## config.mk

```make
export PLATFORM = sky130hd
export DESIGN_NAME = mem_port_arbiter
export DESIGN_NICKNAME = d
export VERILOG_FILES = /design/src/rtl/mem_port_arbiter.sv
export SDC_FILE = /design/constraint.sdc
export NUM_CORES = 1
export LEC_CHECK = 0
export ABC_AREA = 1
export CAP_MARGIN = 0
export CORE_MARGIN = 2
export CORE_UTILIZATION = 30
export CTS_CLUSTER_SIZE = 28
export DETAILED_ROUTE_END_ITERATION = 10
export PLACE_DENSITY = 0.7
export SYNTH_ARGS = -nofsm -noshare
export SYNTH_HDL_FRONTEND = slang
export SYNTH_SLANG_ARGS = --single-unit
```

## constraint.sdc

```tcl
create_clock -name CLK -period 5.3 [get_ports CLK]
set_input_delay 0.795 -clock CLK [delete_from_list [all_inputs] [get_ports CLK]]
set_output_delay 0.795 -clock CLK [all_outputs]
set_load 0.03 [all_outputs]
```

## src/rtl/mem_port_arbiter.sv

```systemverilog
// mem_port_arbiter
//   Shares one single-port memory between an instruction-fetch port (I) and a
//   data load/store port (D). Only one transaction is in flight at a time.
//   Simultaneous requests alternate: the port not granted last wins the tie.
//   A transaction that receives no MemAck within TIMEOUT busy cycles is
//   aborted. The owning port still gets its Valid pulse, with zero data, and
//   the sticky MemErr flag is set.
//
// Ports
//   CLK, RST                          clock, async active-high reset
//   IReq, IAddr                       fetch request/address (held until IValid)
//   DReq, DWE, DAddr, DWData          data request (held until DValid)
//   MemReq, MemWE, MemAddr, MemWData  registered memory request
//   MemRData, MemAck                  memory read data, completion strobe
//   IRData, IValid                    fetch data, one-cycle completion pulse
//   DRData, DValid                    load data (0 for stores), completion pulse
//   Stall                             a request is pending and its Valid is low
//   MemErr                            sticky timeout flag
module mem_port_arbiter #(
  parameter int unsigned ADDR_W  = 32,
  parameter int unsigned DATA_W  = 32,
  parameter int unsigned TIMEOUT = 15
) (
  input  logic              CLK,
  input  logic              RST,
  input  logic              IReq,
  input  logic [ADDR_W-1:0] IAddr,
  input  logic              DReq,
  input  logic              DWE,
  input  logic [ADDR_W-1:0] DAddr,
  input  logic [DATA_W-1:0] DWData,
  output logic              MemReq,
  output logic              MemWE,
  output logic [ADDR_W-1:0] MemAddr,
  output logic [DATA_W-1:0] MemWData,
  input  logic [DATA_W-1:0] MemRData,
  input  logic              MemAck,
  output logic [DATA_W-1:0] IRData,
  output logic              IValid,
  output logic [DATA_W-1:0] DRData,
  output logic              DValid,
  output logic              Stall,
  output logic              MemErr
);

  localparam int unsigned CNT_W = (TIMEOUT < 2) ? 1 : $clog2(TIMEOUT + 1);

  typedef enum logic [1:0] {IDLE, I_BUSY, D_BUSY} state_t;

  state_t           r_state;
  state_t           w_state_nxt;
  logic [CNT_W-1:0] r_cnt;
  logic             r_last_d;   // 1: D was granted last, 0: I (reset value)
  logic             w_grant_i;
  logic             w_grant_d;
  logic             w_done;
  logic             w_timeout;

  always_ff @(posedge CLK or posedge RST) begin
    if (RST) r_state <= IDLE;
    else     r_state <= w_state_nxt;
  end

  always_comb begin
    w_state_nxt = r_state;
    w_grant_i   = 1'b0;
    w_grant_d   = 1'b0;
    w_done      = 1'b0;
    w_timeout   = 1'b0;
    unique case (r_state)
      IDLE: begin
        // MemAck is deliberately ignored here
        if (DReq && (!IReq || !r_last_d)) begin
          w_grant_d   = 1'b1;
          w_state_nxt = D_BUSY;
        end else if (IReq) begin
          w_grant_i   = 1'b1;
          w_state_nxt = I_BUSY;
        end
      end
      I_BUSY, D_BUSY: begin
        // An ack on the cycle the counter would reach TIMEOUT wins over the abort
        if (MemAck)                                w_done    = 1'b1;
        else if (r_cnt == CNT_W'(TIMEOUT - 1))     w_timeout = 1'b1;
        if (w_done || w_timeout) w_state_nxt = IDLE;
      end
      default: w_state_nxt = IDLE;
    endcase
  end

  always_ff @(posedge CLK or posedge RST) begin
    if (RST) begin
      MemReq   <= 1'b0;
      MemWE    <= 1'b0;
      MemAddr  <= '0;
      MemWData <= '0;
      IRData   <= '0;
      IValid   <= 1'b0;
      DRData   <= '0;
      DValid   <= 1'b0;
      MemErr   <= 1'b0;
      r_cnt    <= '0;
      r_last_d <= 1'b0;
    end else begin
      IValid <= 1'b0;
      DValid <= 1'b0;
      if (w_grant_d) begin
        MemReq   <= 1'b1;
        MemWE    <= DWE;
        MemAddr  <= DAddr;
        MemWData <= DWData;
        r_cnt    <= '0;
        r_last_d <= 1'b1;
      end else if (w_grant_i) begin
        MemReq   <= 1'b1;
        MemWE    <= 1'b0;
        MemAddr  <= IAddr;
        r_cnt    <= '0;
        r_last_d <= 1'b0;
      end else if (w_done || w_timeout) begin
        MemReq <= 1'b0;
        MemWE  <= 1'b0;
        if (r_state == I_BUSY) begin
          IValid <= 1'b1;
          IRData <= w_done ? MemRData : '0;
        end else begin
          DValid <= 1'b1;
          DRData <= (w_done && !MemWE) ? MemRData : '0;
        end
        if (w_timeout) MemErr <= 1'b1;
      end else if (r_state != IDLE) begin
        r_cnt <= r_cnt + CNT_W'(1);
      end
    end
  end

  assign Stall = (IReq & ~IValid) | (DReq & ~DValid);

endmodule

```

==> run metrics <==
highest clock rate=approximately 0.31 GHz; Area growth syn-to-layout=55.7%; Nets=1184; Tmin final=around 3.3 ns; top cells by area in the synthesized netlist=dfrtp_1 56%, nand2_1 21%, inv_1 6.6%; mapped cell area=6210 um^2; CP Data Required Time=5.60 ns; first-pass GRT wire length=around 30000 um; CP cell instances=clkdlybuf4s50_1 -> o21ai_4 -> buf_4 -> inv_2 -> nor2_2 -> buf_4 -> nand2_2 -> nand2_1 -> nand2_1; Pwr Density=roughly 600 nW/um^2; compound-cell area share of the yosys netlist=0.0578; Synth top area share=0.564; post-synthesis cell count=794; unrepaired setup endpoints after global routing=no; CTS tree=yes; GP Congestion=between 0.7 and 0.8; skew final=approximately 0.016 ns; number of port buffers=267; TNS Setup=0 ns; commonest cells after routing, fill and taps aside=343 x nand2_1, 267 x clkdlybuf4s50_1, 140 x dfrtp_1; CP startpoint kind=input pin; total gr overflow=0; Yosys reg bits=140; Initial Util=0.306; Synth cell types=22; row count=52; Levels on crit path=9; Peak VDD IR=between 200 and 300 uV; Vias=5745; cell at the slowest stage of the critical path=clkdlybuf4s50_1; Syn Nets=approximately 930; warning count from the yosys run=0; post-synthesis mux area share=0; Largest delay share family, worst path=buffers and inverters; CTS hold repair buffers=0; leak pwr=4.99 nW; endpoints failing setup=0; IO Pins=approximately 270; post-synthesis sequential area ratio=0.564; vias in the first global route=5758; CTS buffer count=17; XOR/XNOR share of the synthesized area=0.00141; Hold Path Class=reg -> reg; worst hold stages=2; largest family of logic cells by synthesized area=simple AND/OR/NAND/NOR gates; clk sink count=140; commonest non-fill, non-tap cell in the layout=nand2_1; Reg2Reg Depth=10; number of max-slew violations in the final report=0; Post-CTS Setup Inserts=0; nature of the critical path endpoint=flip-flop; fin crit share=0.614; max incr delay on CP=0.53 ns; simple-gate area share of the yosys netlist=0.272; initial drt markers=166; antenna violations before repair=0; root buf cell=clkbuf_16; status=completed; Worst-path clk slew=0.07 ns; Via density=4.32; placed cell areas=9100 um^2; clk_lat worst skew=0.42 ns; chip width=148 um; cell taking the most area after synthesis=dfrtp_1; drt total wl=18500 um; WP data arrival=3.56 ns; core area=just over 20000 um^2; max-cap check violation count=0; die area=21900 um^2; Mean Syn Cell Area=approximately 7.8 um^2; hpwl dp=13100 um; Tightest Pin Transition=approximately 1.3 ns; die height=148 um; design area=around 9700 um^2; Adder-Cell Fraction of Synth Area=0.00806; fillers=2018; H-tree Lvls=4; largest net degree at the start of global routing=111; DRC Markers=0; CP Max Fanout=41; final hold viol count=0; post-CTS sizing=0; gr usage total=0.172; ANT nets after route=0; layout cells sized above 1=0.0453; Pre-antenna DRT Iters=4; DR WL/cell=13.9 um; deepest clock path buffer count=2; Bufs and invs on worst path=4; Crit Path Class=in -> reg; Rel. slew slack=0.156; diode count=0
-- area by class of cell --
| type | count | area, um^2 | area share |
|---|---|---|---|
| inverter | 111 | 422 | 0.0436 |
| timing repair buffer | 272 | 2710 | 0.280 |
| clock inverter | 13 | 120 | 0.0124 |
| multi-input combinational | 504 | 2120 | 0.220 |
| clock buffer | 19 | 453 | 0.0468 |
| sequential | 140 | 3500 | 0.362 |
| tap | 270 | 338 | 0.0349 |
-- metal layers --
layer	vias up	routed length, um	global-route usage
met1	2638	7890	0.212
li1	2884	-	-
met5	-	0	0
met4	0	265	0.0457
met3	21	1720	0.0685
met2	202	8610	0.283
-- cells by family (layout without fill, tap and decap cells) --
kind of cell / after synthesis / after routing
DFF: 140 / 140
buffers and inverters: 150 / 415
xor gates and xnor gates: 1 / 1
AOI/OAI and AO/OA: 70 / 70
and+or+nand+nor: 429 / 429
adders and majority gates: 4 / 4
-- final timing paths --
kind / from / end / slack [ns]
worst max-delay path: DReq / DRData[7]$_DFFE_PP0P_ / 2.04
worst min-delay path: DRData[8]$_DFFE_PP0P_ / DRData[8]$_DFFE_PP0P_ / 0.47
worst max register to register: r_state[0]$_DFFE_PP0P_ / DRData[7]$_DFFE_PP0P_ / 2.39
worst min register to register: DRData[8]$_DFFE_PP0P_ / DRData[8]$_DFFE_PP0P_ / 0.47
max in group asynchronous: RST / MemAddr[14]$_DFFE_PP0N_ / 3.27
min in group asynchronous: RST / MemWData[6]$_DFFE_PP0N_ / 0.99
-- worst register-to-register path, stage by stage (launching register included) --
cell and delay (ns):
dfrtp_1 0.37, inv_1 0.06, ha_1 0.25, o21ai_4 0.07, buf_4 0.41, inv_2 0.38
nor2_2 0.16, buf_4 0.34, nand2_2 0.49, nand2_1 0.21, nand2_1 0.07
-- state kept, by name (all words and copies together), names as in the netlist, 2 cells and up --
| signal | count |
|---|---|
| r_state | 2 |
| r_cnt | 4 |
| IRData | 32 |
| MemAddr | 32 |
| MemWData | 32 |
| DRData | 32 |
-- Yosys cell counts --
master      n
nor3_2      1
nand2_2     4
o22ai_1     1
a31oi_1     1
xor2_1      1
buf_2      27
o21bai_1    1
nor2_2      1
o21ai_1    28
o21ai_2     1
clkbuf_1   12
nor2_4      1
nor2_1     37
or2_1       1
nand3_1    40
nand4_1     1
dfrtp_1   140
nand2_1   343
inv_2       2
inv_1     109
o21ai_0    38
ha_1        4
-- power by group --
| group | switching [W] | total (W) | leakage, nW | internal (W) |
|---|---|---|---|---|
| registers | 0.000246 | 0.00174 | 1.79 | 0.00150 |
| logic | 0.00175 | 0.00282 | 2.93 | 0.00107 |
| clock network | 0.000520 | 0.00117 | 0.276 | 0.000646 |
-- stage by stage --
step	hold slack, ns	setup slack (ns)	std cells	util	total power [W]
6_report	0.466	2.04	1329	0.476	0.00573
5_1_grt	0.489	1.77	1329	0.476	0.00610
4_1_cts	0.472	1.99	1329	0.476	0.00581
3_5_place_dp	0.458	1.54	1297	0.448	0.00461
3_3_place_gp	0.453	1.62	1297	0.448	0.00457
2_1_floorplan	0.442	0.752	794	-	0.00340
(Power assumes the default switching activity.)
